File: src/rtl/ddr3_clk_rst_seq.sv
// DDR3 clock PLL bring-up sequencer: PLL reset pulse, lock qualification,
// DDR controller reset release, lock-loss supervision with bounded retries.
module ddr3_clk_rst_seq #(
    parameter int RST_CYCLES    = 16,
    parameter int LOCK_TIMEOUT  = 65536,
    parameter int LOCK_STABLE   = 1024,
    parameter int DDR_RST_DELAY = 256,
    parameter int MAX_RETRY     = 3
) (
    input  logic       clk,
    input  logic       rst_n,
    input  logic       enable_i,
    input  logic       pll_lock_i,
    output logic       pll_rst_o,
    output logic       ddr_rst_n_o,
    output logic       ready_o,
    output logic       error_o,
    output logic [1:0] retry_cnt_o,
    output logic [2:0] state_o
);

    localparam int MAX_A = (RST_CYCLES > LOCK_TIMEOUT) ? RST_CYCLES : LOCK_TIMEOUT;
    localparam int MAX_B = (LOCK_STABLE > DDR_RST_DELAY) ? LOCK_STABLE : DDR_RST_DELAY;
    localparam int MAX_T = (MAX_A > MAX_B) ? MAX_A : MAX_B;
    localparam int CW    = (MAX_T > 2) ? $clog2(MAX_T) : 1;
    localparam int RW    = (MAX_RETRY > 3) ? $clog2(MAX_RETRY + 1) : 2;

    localparam logic [CW-1:0] RST_LAST = CW'(RST_CYCLES - 1);
    localparam logic [CW-1:0] TO_LAST  = CW'(LOCK_TIMEOUT - 1);
    localparam logic [CW-1:0] STB_LAST = CW'(LOCK_STABLE - 1);
    localparam logic [CW-1:0] DDR_LAST = CW'(DDR_RST_DELAY - 1);
    localparam logic [RW-1:0] RETRY_MAX = RW'(MAX_RETRY);

    typedef enum logic [2:0] {
        IDLE      = 3'd0,
        PLL_RST   = 3'd1,
        WAIT_LOCK = 3'd2,
        STABLE    = 3'd3,
        DDR_RST   = 3'd4,
        RUN       = 3'd5,
        FAIL      = 3'd6
    } state_t;

    state_t          state_q, state_d;
    logic [CW-1:0]   cnt_q, cnt_d;
    logic [RW-1:0]   retry_q, retry_d;
    logic [1:0]      retry_sat;
    logic            cnt_en;
    logic            attempt_fail;
    logic            lock_m, lock_s;

    always_ff @(posedge clk or negedge rst_n) begin
        if (!rst_n) begin
            lock_m <= 1'b0;
            lock_s <= 1'b0;
        end else begin
            lock_m <= pll_lock_i;
            lock_s <= lock_m;
        end
    end

    always_comb begin
        state_d      = state_q;
        retry_d      = retry_q;
        cnt_en       = 1'b0;
        attempt_fail = 1'b0;
        if (!enable_i) begin
            state_d = IDLE;
            retry_d = '0;
        end else begin
            unique case (state_q)
                IDLE: state_d = PLL_RST;
                PLL_RST: begin
                    if (cnt_q == RST_LAST) state_d = WAIT_LOCK;
                    else cnt_en = 1'b1;
                end
                WAIT_LOCK: begin
                    if (lock_s) state_d = STABLE;
                    else if (cnt_q == TO_LAST) attempt_fail = 1'b1;
                    else cnt_en = 1'b1;
                end
                STABLE: begin
                    if (!lock_s) attempt_fail = 1'b1;
                    else if (cnt_q == STB_LAST) state_d = DDR_RST;
                    else cnt_en = 1'b1;
                end
                DDR_RST: begin
                    if (cnt_q == DDR_LAST) state_d = RUN;
                    else cnt_en = 1'b1;
                end
                RUN: begin
                    // lock loss after bring-up starts a fresh sequence
                    if (!lock_s) begin
                        state_d = PLL_RST;
                        retry_d = '0;
                    end
                end
                FAIL: state_d = FAIL;
                default: state_d = IDLE;
            endcase
            if (attempt_fail) begin
                if (retry_q == RETRY_MAX) begin
                    state_d = FAIL;
                end else begin
                    retry_d = retry_q + 1'b1;
                    state_d = PLL_RST;
                end
            end
        end
        if (state_d != state_q) cnt_d = '0;
        else if (cnt_en) cnt_d = cnt_q + 1'b1;
        else cnt_d = cnt_q;
        retry_sat = (retry_d > RW'(3)) ? 2'd3 : retry_d[1:0];
    end

    always_ff @(posedge clk or negedge rst_n) begin
        if (!rst_n) begin
            state_q     <= IDLE;
            cnt_q       <= '0;
            retry_q     <= '0;
            pll_rst_o   <= 1'b1;
            ddr_rst_n_o <= 1'b0;
            ready_o     <= 1'b0;
            error_o     <= 1'b0;
            retry_cnt_o <= 2'd0;
        end else begin
            state_q     <= state_d;
            cnt_q       <= cnt_d;
            retry_q     <= retry_d;
            pll_rst_o   <= (state_d == IDLE) || (state_d == PLL_RST) ||
                           (state_d == FAIL);
            ddr_rst_n_o <= (state_d == RUN);
            ready_o     <= (state_d == RUN);
            error_o     <= (state_d == FAIL);
            retry_cnt_o <= retry_sat;
        end
    end

    assign state_o = state_q;

endmodule

File: config.mk
export PLATFORM = sky130hd
export DESIGN_NAME = ddr3_clk_rst_seq
export DESIGN_NICKNAME = d
export VERILOG_FILES = /design/src/rtl/ddr3_clk_rst_seq.sv
export SDC_FILE = /design/constraint.sdc
export NUM_CORES = 1
export LEC_CHECK = 0
export ABC_AREA = 1
export CAP_MARGIN = 5
export CORE_MARGIN = 5
export CORE_UTILIZATION = 30
export CTS_CLUSTER_DIAMETER = 80
export DETAILED_ROUTE_END_ITERATION = 8
export PLACE_DENSITY = 0.58
export SLEW_MARGIN = 20
export SYNTH_ARGS = -nofsm -noshare
export SYNTH_HDL_FRONTEND = slang
export SYNTH_SLANG_ARGS = --single-unit
File: constraint.sdc
create_clock -name clk -period 5.5 [get_ports clk]
set_input_delay 1.1 -clock clk [delete_from_list [all_inputs] [get_ports clk]]
set_output_delay 1.1 -clock clk [all_outputs]
set_load 0.01 [all_outputs]
Word level (Yosys, flattened, before mapping)
Cells that the tools add are included.

Add/sub/neg operators: 2. Multipliers: 0. Div/mod/pow operators: 0. Magnitude comparators: 1. Eq/ne operators: 15. Shift operators: 0. Muxes and demuxes: 31. Bitwise logic cells: 0. Reduce and logical (&&, ||, !) cells: 5.

Operators with widths (number): two-way mux 16 bit (2); two-way mux 3 bit (9); case mux 3 bit (7 select lines) (1); adder 16 x 1 -> 16 bit (second input constant) (1); equality test 16 x 10 -> 1 bit (second input constant) (1); equality test 16 bit (second input constant) (1); equality test 16 x 4 -> 1 bit (second input constant) (1); equality test 16 x 8 -> 1 bit (second input constant) (1); equality test 3 bit (second input constant) (5); two-way mux 2 bit (6); two-way mux 1 bit (11); equality test 3 x 1 -> 1 bit (second input constant) (2); equality test 3 x 2 -> 1 bit (second input constant) (2); zero test 3 bit (2); case mux 1 bit (4 select lines) (1); inequality test 3 bit (1); adder 2 x 1 -> 2 bit (second input constant) (1); equality test 2 bit (second input constant) (1); > comparator 2 bit (second input constant) (1); logical OR 1 bit (2); case mux 1 bit (2 select lines) (1); nonzero test 2 bit (1).

Bits in registers: 28. Latch bits: 0. RAM bits: 0. Bits in read-only memories: 0. Input port bits: 4. Output and inout bits: 9. Word-level logic and storage cells: 63. Memories kept: 0.

Longest topological paths before layout
Depth in word-level cells: 10. Depth in mapped cells: 16. Depth with buffers taken out: 15.

Worst setup path before layout
OpenSTA, ideal clock, no wires.

Path type: input-to-reg. Start point: in enable_i. End point: reg cnt_q[4]. Setup time: 124 ps. Data arrival time: 2120 ps. Data required time: 5376 ps. Slack: 3256 ps. Stages on the path: 6. Path buffers: 1. Cell sequence: clkbuf_1 > nand2_1 > nor2_1 > nand2_1 > xor2_1 > nor2_4.

Longest elaborated chain between the ends: 3. Elaborated cells on any way between the ends: 5. Those cells by class: eq/ne: 1; mux: 3; reduce/logical: 1.

RTL lines: start, declared (line 12) `input logic enable_i,`; two-way mux 3 bit (line 67) `if (!enable_i) begin`; inequality test 3 bit (line 110) `if (state_d != state_q) cnt_d = '0;`; two-way mux 16 bit or nonzero test 2 bit (tied branches); end signal, assigned (line 128) `cnt_q <= cnt_d;`; end, declared (line 45) `logic [CW-1:0] cnt_q, cnt_d;`.

Parallel ways exist; a longest one is shown, timed or not. A chain may end at the register's enable or synchronous reset.

Final worst setup path
Ends and elaborated chain as after synthesis.

==> results.md <==
- First-pass GRT wire length: 5750 um
- Bufs and invs on worst path: 1
- Non-Filler Instances: 309
- Synthesized instance count: about 220
- Post-synthesis cell type count: 25
- GRT Util Overall: 0.0964
- DRT Pass-1 Iters: 4
- Synthesized flop and latch total: 26
- Worst Setup End Kind: flop
- WL per Instance: 10.5 um
- Worst path top cell family by delay: buffers and inverters
- Layout cells sized above 1: 0.114
- R2r endpoint: cnt_q[15]
- Crit share post-route: 0.472
- CTS tree: yes
- PwrDens: 198 nW/um^2
- Grt total ovfl: 0
- Diodes inserted: 0
- Outcome: complete, no violations
- Reg2Reg Launch Point: cnt_q[0]
- Num ports: 13
- H-tree depth: 1
- Vias: roughly 1400
- Skew-Pair Late Insertion Delay: 0.27 ns
- Root buf cell: clkbuf_8
- Fmax: 0.385 GHz
- Die ar.: 7210 sq um
- Final-report hold violation count: 0
- RSZ-0062 raised after global routing: false
- Initial antenna violation count: 0
- # setup viols final: 0
- Largest net degree at the start of global routing: 27
- Inst Count DP: 305
- Layout area overhead: 15.0%
- DR iter-0 viols: 90
- Die width: 84.9 um
- Critical path peak fanout: 11
- Hold Crit Start: lock_m
- Clock Path Buffers: 2
- Worst path most repeated cell: nand2_1
- Most frequent cells in the layout: nand2_1 (55), nor2_1 (32), inv_1 (30)
- FILL cells: 586
- CP Class: input port to flop
- Vias in the first global route: between 1000 and 1500
- Fin. max-slew vios: 0
- Final #Nets: 244
- Clk sinks: 26
- Hold-fix buffers, CTS: 0
- CP cell instances: clkdlybuf4s50_1 -> nand2_1 -> nor2_1 -> nand2_1 -> xor2_1 -> nor2_4
- Hold EP: lock_s
- Crit-path max cell delay: 0.72 ns
- Placer Congestion: approximately 0.77
- Row count: 27
- VDD IR max: 0.0946 mV
- Clock period minus worst slack: 2.60 ns
- Core ar.: approximately 5500 sq um
- Max Cap Viol: 0
- IO buf count: 12
- Worst-Margin Slew: approximately 0.44 ns
- Post-CTS Setup Inserts: 0
- Setup TNS: 0 ns
- Clock skew: between 0.01 and 0.015 ns
- Crit path max-delay cell type: clkdlybuf4s50_1
- Number of remaining DRC errors: 0
- Via density: roughly 4.5
- Most common cell after layout, fill and taps aside: nand2_1
- CTS Buf Count: 3
- Die H: around 85 um
- Leading area contributor after synthesis: dfrtp_1
- YS warnings: 0
- Sequential cell area fraction in the yosys report: 0.387
- Synth top area share: 0.371
- HPWL after DPL: 2480 um
- Worst Path Arrival: 2.75 ns
- Final wirelength: roughly 3200 um
- Worst hold stages: 0
- Worst setup SP type: input port
- Mapped cell area: 1680 sq um
- Leak Pwr: 0.000903 uW
- Starting Density: 0.308
- Worst slack, placed: roughly 2.6 ns
- Net Count, Synth: 230
- Top cells by area, synth: dfrtp_1 (37%), nand2_1 (12%), nor2_4 (8.0%)
- Reg2Reg Setup Slack: 3.34 ns
- Post-route ant nets: 0
- Cts repair resizes: 0
- Register-to-Register Path Depth: 14
- HP Class: flop to flop
- Req. time, crit path: 5.65 ns
- Clock slew at reported path FFs: 0.09 ns
- Syn avg cell area: 7.52 sq um
- Slew headroom: 0.705
- Post-route setup slack: ~2.9 ns
[state kept, by name, indices dropped and copies added (netlist names)]
signal and flops:
ready_o 1, lock_s 1, error_o 1, state_o 3
lock_m 1, cnt_q 16, retry_cnt_o 2, pll_rst_o 1
[final cells by class]
class	instances	area (sq um)	share of cell area
well taps	72	90.1	0.0465
multi-input cells	164	883	0.456
inverters	30	113	0.0581
flip-flops and latches	26	652	0.337
clock inverters	1	30.0	0.0155
repair buffers	13	128	0.0659
clock buffers	3	41.3	0.0213
[kinds of logic after synthesis]
family | synth area share
simple gates | 0.412
buf+inv | 0.0884
flops | 0.387
compound gates | 0.0453
xor+xnor | 0.0520
fa+ha+maj | 0.0149
[power breakdown]
part	total, uW	switching [uW]	internal [uW]
combinational	30.8	22.4	8.33
sequential	196	2.87	193
clock	156	58.3	97.3
total	383	83.6	299
[worst reg2reg max path, stage by stage, from the launching register on]
cell and delay (ns):
dfrtp_1 0.40, ha_1 0.18, inv_1 0.06, nor2_1 0.09, nand2_1 0.11, nor2_1 0.12, nand2_1 0.07, nand2_2 0.09
nand2_2 0.06, nand3_1 0.13, nand3_1 0.13, nand2_1 0.09, nand2_1 0.08, nand2_4 0.33, nor2_1 0.10
[worst max path at each step]
stage / start / end / slack (ns) / cells past startpoint
2_1_floorplan: enable_i / cnt_q[4] / 3.26 / 6
3_3_place_gp: enable_i / cnt_q[4] / 2.63 / 6
3_5_place_dp: enable_i / cnt_q[4] / 2.63 / 6
4_1_cts: enable_i / cnt_q[4] / 2.91 / 6
5_1_grt: enable_i / cnt_q[4] / 2.82 / 6
6_report: enable_i / cnt_q[4] / 2.90 / 6
[cell usage after synthesis, drive strengths merged]
master	instances
a21oi	3
buf	3
clkbuf	1
dfrtp	25
dfstp	1
ha	2
inv	30
nand2	61
nand3	21
nand3b	1
nand4	7
nor2	44
nor3	5
o21a	1
o21ai	7
o21bai	2
xnor2	4
xor2	6
[per-stage QoR]
| step | cell area, sq um | power [uW] | hold WS, ns | util |
|---|---|---|---|---|
| after detailed placement | 1870 | 231 | 0.337 | 0.341 |
| after CTS | 1940 | 391 | 0.360 | 0.354 |
| after floorplan | 1680 | 223 | 0.331 | - |
| after global routing | 1940 | 403 | 0.368 | 0.354 |
| final | 1940 | 383 | 0.355 | 0.354 |
| after global placement | 1870 | 232 | 0.340 | 0.341 |
[metal layers]
metal	share of wire	vias up	global-route usage	wire, um
met5	0	-	0	0
met3	0.036	2	0.0204	116
met4	0.0083	0	0.0345	27
li1	-	727	-	-
met1	0.48	635	0.124	1550
met2	0.48	25	0.159	1550
Note: power is estimated with default switching activity, not from simulation.
